===== src/rtl/counter_pkg.sv =====
// Shared definitions for the lab counter blocks: state encoding and default width.
package counter_pkg;

  localparam int DEFAULT_WIDTH = 8;

  typedef enum logic [1:0] {
    ST_IDLE    = 2'b00,
    ST_RUN     = 2'b01,
    ST_EXPIRED = 2'b10
  } state_e;

endpackage


===== src/rtl/down_counter_timer.sv =====
// Loadable down-counter / interval timer. Counts a loaded value down to
// terminal count, then either stops with a sticky expired flag (one-shot)
// or reloads for periodic ticks (auto mode). Never wraps below zero.
module down_counter_timer
  import counter_pkg::*;
#(
  parameter int WIDTH = DEFAULT_WIDTH
) (
  input  logic             CLK,
  input  logic             RST,
  input  logic             ENA,
  input  logic             LOAD,
  input  logic [WIDTH-1:0] DATA,
  input  logic             AUTO,
  input  logic             ACK,
  output logic [WIDTH-1:0] CNT,
  output logic             TC,
  output logic             BUSY,
  output logic             DONE
);

  localparam logic [WIDTH-1:0] ZERO = '0;
  localparam logic [WIDTH-1:0] ONE  = WIDTH'(1);

  state_e           state_q, state_d;
  logic [WIDTH-1:0] cnt_q, cnt_d;
  logic [WIDTH-1:0] reload_q, reload_d;
  logic             tc_q, tc_d;

  // Next-state logic: hold when disabled, then load > ack > count.
  always_comb begin
    // NOTE: every _d gets a default first so no path leaves it unassigned and infers a latch.
    state_d  = state_q;
    cnt_d    = cnt_q;
    reload_d = reload_q;
    tc_d     = 1'b0;

    if (ENA) begin
      if (LOAD) begin
        // A load restarts the count from any state; a zero load parks in IDLE.
        cnt_d    = DATA;
        reload_d = DATA;
        state_d  = (DATA != ZERO) ? ST_RUN : ST_IDLE;
      end else begin
        unique case (state_q)
          ST_RUN: begin
            if (cnt_q > ONE) begin
              cnt_d = cnt_q - ONE;
            end else if (cnt_q == ONE) begin
              tc_d = 1'b1;
              // AUTO only matters here; a zero reload value cannot recycle.
              if (AUTO && (reload_q != ZERO)) begin
                cnt_d = reload_q;
              end else begin
                cnt_d   = ZERO;
                state_d = ST_EXPIRED;
              end
            end
          end
          ST_EXPIRED: begin
            if (ACK) state_d = ST_IDLE;
          end
          ST_IDLE: begin
            // Count and ACK are ignored while idle.
          end
          default: begin
            // Unused encoding: recover to a safe, quiet state.
            state_d = ST_IDLE;
            cnt_d   = ZERO;
          end
        endcase
      end
    end
  end

  // State, count, reload and TC registers with synchronous reset.
  always_ff @(posedge CLK) begin
    // NOTE: non-blocking assignments so every flop samples pre-edge values.
    if (RST) begin
      state_q  <= ST_IDLE;
      cnt_q    <= ZERO;
      reload_q <= ZERO;
      tc_q     <= 1'b0;
    end else begin
      state_q  <= state_d;
      cnt_q    <= cnt_d;
      reload_q <= reload_d;
      tc_q     <= tc_d;
    end
  end

  assign CNT  = cnt_q;
  assign TC   = tc_q;
  assign BUSY = (state_q == ST_RUN);
  assign DONE = (state_q == ST_EXPIRED);

endmodule


===== config.mk =====
export PLATFORM = sky130hd
export DESIGN_NAME = down_counter_timer
export DESIGN_NICKNAME = d
export VERILOG_FILES = /design/src/rtl/counter_pkg.sv /design/src/rtl/down_counter_timer.sv
export SDC_FILE = /design/constraint.sdc
export NUM_CORES = 1
export LEC_CHECK = 0
export BUFFER_PORTS_ARGS = -buffer_cell sky130_fd_sc_hd__buf_2
export CAP_MARGIN = 20
export CORE_ASPECT_RATIO = 0.7
export CORE_MARGIN = 2
export CORE_UTILIZATION = 31
export CTS_CLUSTER_SIZE = 14
export DETAILED_ROUTE_END_ITERATION = 12
export GPL_ROUTABILITY_DRIVEN = 0
export HOLD_SLACK_MARGIN = 0.02
export PLACE_DENSITY = 0.51
export SYNTH_ARGS = -nofsm -noshare
export SYNTH_HDL_FRONTEND = slang
export SYNTH_SLANG_ARGS = --single-unit
export TNS_END_PERCENT = 1

===== constraint.sdc =====
create_clock -name CLK -period 5.5 [get_ports CLK]
set_clock_uncertainty 0.15 [all_clocks]
set_input_delay 1.65 -clock CLK [delete_from_list [all_inputs] [get_ports CLK]]
set_output_delay 1.65 -clock CLK [all_outputs]
set_load 0.1 [all_outputs]

Word-level counts from Yosys, hierarchy flattened --
Cells that the tools add are included.
Cells by class: add/subtract/negate cells 1, $lt $le $gt $ge 1, equality and inequality tests 10, multiplexer cells 13, bitwise logic cells 2, reductions and logical operators 9
Operator list (number):
- $mux W8 | 4
- $pmux W8 S2 | 1
- $reduce_bool A8 Y1 | 2
- $mux W2 | 5
- $ne A3 B3 Y1 const B | 3
- $eq A8 B1 Y1 const B | 1
- $gt A8 B1 Y1 const B | 1
- $sub A8 B1 Y8 const B | 1
- $pmux W2 S3 | 1
- $reduce_and A6 Y1 | 1
- $reduce_or A5 Y1 | 1
- $ne A4 B2 Y1 const B | 1
- $ne A3 B2 Y1 const B | 1
- $reduce_and A3 Y1 | 1
- $eq A2 B1 Y1 const B | 1
- $eq A2 B2 Y1 const B | 1
- $logic_not A2 Y1 | 1
- $mux W1 | 2
- $ne A2 B1 Y1 const B | 1
- $ne A2 B2 Y1 const B | 1
- $not A1 Y1 | 2
- $reduce_and A2 Y1 | 1
- $reduce_or A2 Y1 | 1
- $logic_and A1 B1 Y1 | 1
Storage, ports and cells: register bits 19, input bits 14, output and inout port bits 11, logic and storage cells 40

Depth between registers and ports, before layout --
depth in word-level cells 7, depth in mapped cells 7, depth with buffers taken out 6

Worst setup path before layout --
OpenSTA, ideal clock, no wires.
path type reg-to-output, start point register state_q[1], end point output port DONE, arrival time 1.754 ns, required time 3.700 ns, slack 1.946 ns, stages on the path, launching flop included 2, buffers on the path 0, path through dfxtp_1 nor2b_1
On the way: word-level cells in the longest chain between the ends 1
RTL lines:
- from (decl) | RTL line down_counter_timer.sv:25 | state_e state_q, state_d;
- from (signal assigned) | RTL line down_counter_timer.sv:85 | state_q <= state_d;
- $eq A2 B2 Y1 | RTL line down_counter_timer.sv:95 | assign DONE = (state_q == ST_EXPIRED);
- to (decl) | RTL line down_counter_timer.sv:19 | output logic DONE
No other way between the ends.

Worst setup path in the final report --
start point input port LOAD, end point register cnt_q[5] (netlist: CNT[5])
On the way: word-level cells in the longest chain between the ends 2, elaborated cells on any way between the ends 4, those cells by class eq/ne (2); mux (1); reduce/logical (1)
RTL lines:
- from (decl) | RTL line down_counter_timer.sv:12 | input logic LOAD,
- $ne A4 B2 Y1 (no source line) or $ne A2 B1 Y1 (tied branches)
- $reduce_and A3 Y1 (no source line)
- to (signal assigned) | RTL line down_counter_timer.sv:86 | cnt_q <= cnt_d;
- to (decl) | RTL line down_counter_timer.sv:26 | logic [WIDTH-1:0] cnt_q, cnt_d;
Several ways; a longest one is shown, not always the timed one. A chain may end at the register's enable or synchronous reset.

==> qor.yml <==
status:
  status: "completed"
timing:
  fin_crit_sh_pct: 62.4
  finalSetupViolations: 0
  slew_headroom_pct: 50.9
  hold_viol: 0
  rsz0062_at_grt: "false"
  clock.fmax_mhz: 292
  period_minus_slack_ns: 3.43
  fin_setup_tns_ns: 0
  tightestPinTransition_ns: 0.726
  finalMaxSlewViolations: 0
  timing.final.ws_setup_ns: 2.07
synthesis:
  synth_edf_count: 0
  synth-seq-area-share_pct: 30.8
  mappedNetlistNets: 173
  async_flop_share_pct: 0
  ys.flop_type: "dfxtp_1"
  syn_area_um2: 1240
  synth.avg_cell_area_um2: 7.87
  synth_cell_types: 45
  synth_seq_cells: 19
  yosysWarnings: 0
  netlist_instances: 157
clock_tree:
  cts_root_buf: "clkbuf_8"
  cts_hold_buf: 0
  post-cts-setup-buffer-count: 0
  clock_sinks: 19
  cts_tree: "yes"
  cts_buffers: 3
  htree_levels: 1
  clk_transition_reported_paths_ns: 0.08
  clock_latency_ns: 0.26
  ctsLongestPathBuffers: 2
  ctsResizeCount: 0
critical_path:
  worstPathRequired_ns: 5.53
  path_max_fanout: 22
  end_kind: "register"
  cp-start-kind: "primary input"
  crit_type: "primary input to register"
  cp_data_arrival_time_ns: 3.46
route:
  wl_met2_mm: 1.41
  dr_total_vias: 1289
  first_pass_iters: 4
  wl_per_cell_um: 14.9
  drc_errors: 0
  dr.max_layer_used: "met4"
  met1_length_mm: 1.63
  drt-vias-per-instance: 5.68
  routed_wl_mm: 3.37
  met3_length_um: 313
  first_iter_violations: 245
  ant_nets: 0
placement:
  io_buffers: 24
  post-dp-hpwl_mm: 2.51
  dp_slack_ns: 1.84
cells_and_area:
  nFillCells: 413
  area_growth_pct: 14.5
  diodes: 0
  drive_above_1_share_pct: 20.6
  fin_nets: 192
pwr:
  irDropWorstVdd_v: 0.0000989
  powerDensity_nw_per_um2: 267
  pwr-share-comb_pct: 32.0
  intPower_mw: 0.232
  switching_share_pct: 38.7
  leakage_nw: 0.519
  seqPwrFrac_pct: 41.6
  p_sw_mw: 0.146
  finalPower_mw: 0.378
  clock_power_share_pct: 26.3
die:
  core-area_um2: 3870
  die_h_um: 56.8
  start_util_pct: 31.9
  ios: 25
  num_rows: 19
  die_w_um: 79.5
  die_area_um2: 4520
grt:
  track_usage_pct: 16.1
  grt_pass1_vias: 1083
  grt_antenna_before_repair: 0
  globalRoute.totalOverflow: 0
  grt_start_max_net_pins: 23
  grt_first_pass_wirelength_mm: 5.62
flow_run:
  max-cap-violations: 0
worst_hold_path:
  min_path_type: "register to register"
==> placed cells by master (no fill, tap or decap), drive strengths merged, types with 2 or more instances in the layout <==
master and n:
a21oi 10, or2 3, a211oi 2, nor3 4, nor4 5, buf 25, nand2 24, or3b 2
nand4 2, a311oi 8, a211o 4, or4 7, nor2 11, a41oi 2, a2111oi 2, clkbuf 4
a31oi 3, ha 2, nor2b 3, o21ai 5, inv 5, nand3 9, dfxtp 19, o31ai 3
==> kinds of logic after synthesis <==
logic type / after synthesis / share of synthesized area [%]
xor+xnor: 1 / 0.709
mux: 1 / 0.810
buf+inv: 16 / 6.27
fa+ha+maj: 2 / 2.02
flops: 19 / 30.8
compound gates: 44 / 26.5
simple gates: 74 / 32.9
==> synth_stat cells (2+ instances only) <==
cell	n	area (um^2)
a31oi_1	3	18.8
nor3_1	3	15.0
a2111oi_0	2	17.5
nand4_1	2	12.5
o21ai_1	2	10.0
buf_6	2	22.5
a311oi_1	6	52.6
o21ai_0	3	15.0
ha_1	2	25.0
a311oi_2	2	30.0
nor4_1	4	25.0
buf_2	2	10.0
dfxtp_1	19	380
a211o_1	4	35.0
o31ai_1	3	22.5
nor2b_1	3	18.8
buf_1	3	11.3
or4_1	6	45.0
a211oi_1	2	15.0
nand2_1	24	90.1
nor2_1	11	41.3
clkbuf_1	4	15.0
a41oi_1	2	17.5
a21oi_1	10	50.1
nand3_1	9	45.0
inv_1	5	18.8
==> path summary, 6_finish.rpt <==
path         cells past startpoint  slack (ns)                startpoint                  endpoint
max                              6        2.07                      LOAD       CNT[5]$_SDFFE_PP0P_
min                              2        0.35  reload_q[0]$_SDFFE_PP0P_  reload_q[0]$_SDFFE_PP0P_
max reg2reg                      7        3.04       CNT[0]$_SDFFE_PP0P_       CNT[5]$_SDFFE_PP0P_
min reg2reg                      2        0.35  reload_q[0]$_SDFFE_PP0P_  reload_q[0]$_SDFFE_PP0P_
==> registers in the layout, indices dropped and copies added, names as in the netlist <==
name	cells
CNT	8
TC	1
state_q	2
reload_q	8
==> layer usage <==
layer	up-vias	track usage, %
met4	0	4.19
met1	600	24.2
li1	636	-
met2	51	22.0
met3	2	4.50
met5	-	0
==> final cells by class <==
class | count | area [um^2] | area share [%]
Clock buffer | 4 | 45.0 | 3.18
Sequential cell | 19 | 380 | 26.9
Inverter | 5 | 18.8 | 1.33
Multi-Input combinational cell | 122 | 778 | 55.0
Tap cell | 52 | 65.1 | 4.60
Timing Repair Buffer | 25 | 128 | 9.02
==> worst max-delay path, cell delays in order <==
cell	delay, ns
buf_2	0.22
nor3b_2	0.43
a41oi_1	0.44
buf_4	0.31
a21boi_0	0.13
a311oi_2	0.27
==> through the flow <==
| step | util (%) | area, um^2 | hold WS (ns) | cells |
|---|---|---|---|---|
| after floorplan | - | 1240 | 0.297 | 157 |
| after CTS | 36.5 | 1420 | 0.345 | 227 |
| final | 36.5 | 1420 | 0.346 | 227 |
| after global placement | 35.2 | 1360 | 0.323 | 222 |
| after global routing | 36.5 | 1420 | 0.374 | 227 |
| after detailed placement | 35.4 | 1370 | 0.336 | 223 |
==> power groups by stage <==
stage | Clock [mW] | Combinational (mW) | Sequential (mW)
2_1_floorplan | 0 | 0.0695 | 0.188
3_3_place_gp | 0 | 0.119 | 0.160
3_5_place_dp | 0 | 0.120 | 0.161
4_1_cts | 0.104 | 0.120 | 0.157
5_1_grt | 0.111 | 0.131 | 0.159
6_report | 0.0997 | 0.121 | 0.158
(Power assumes the default switching activity.)
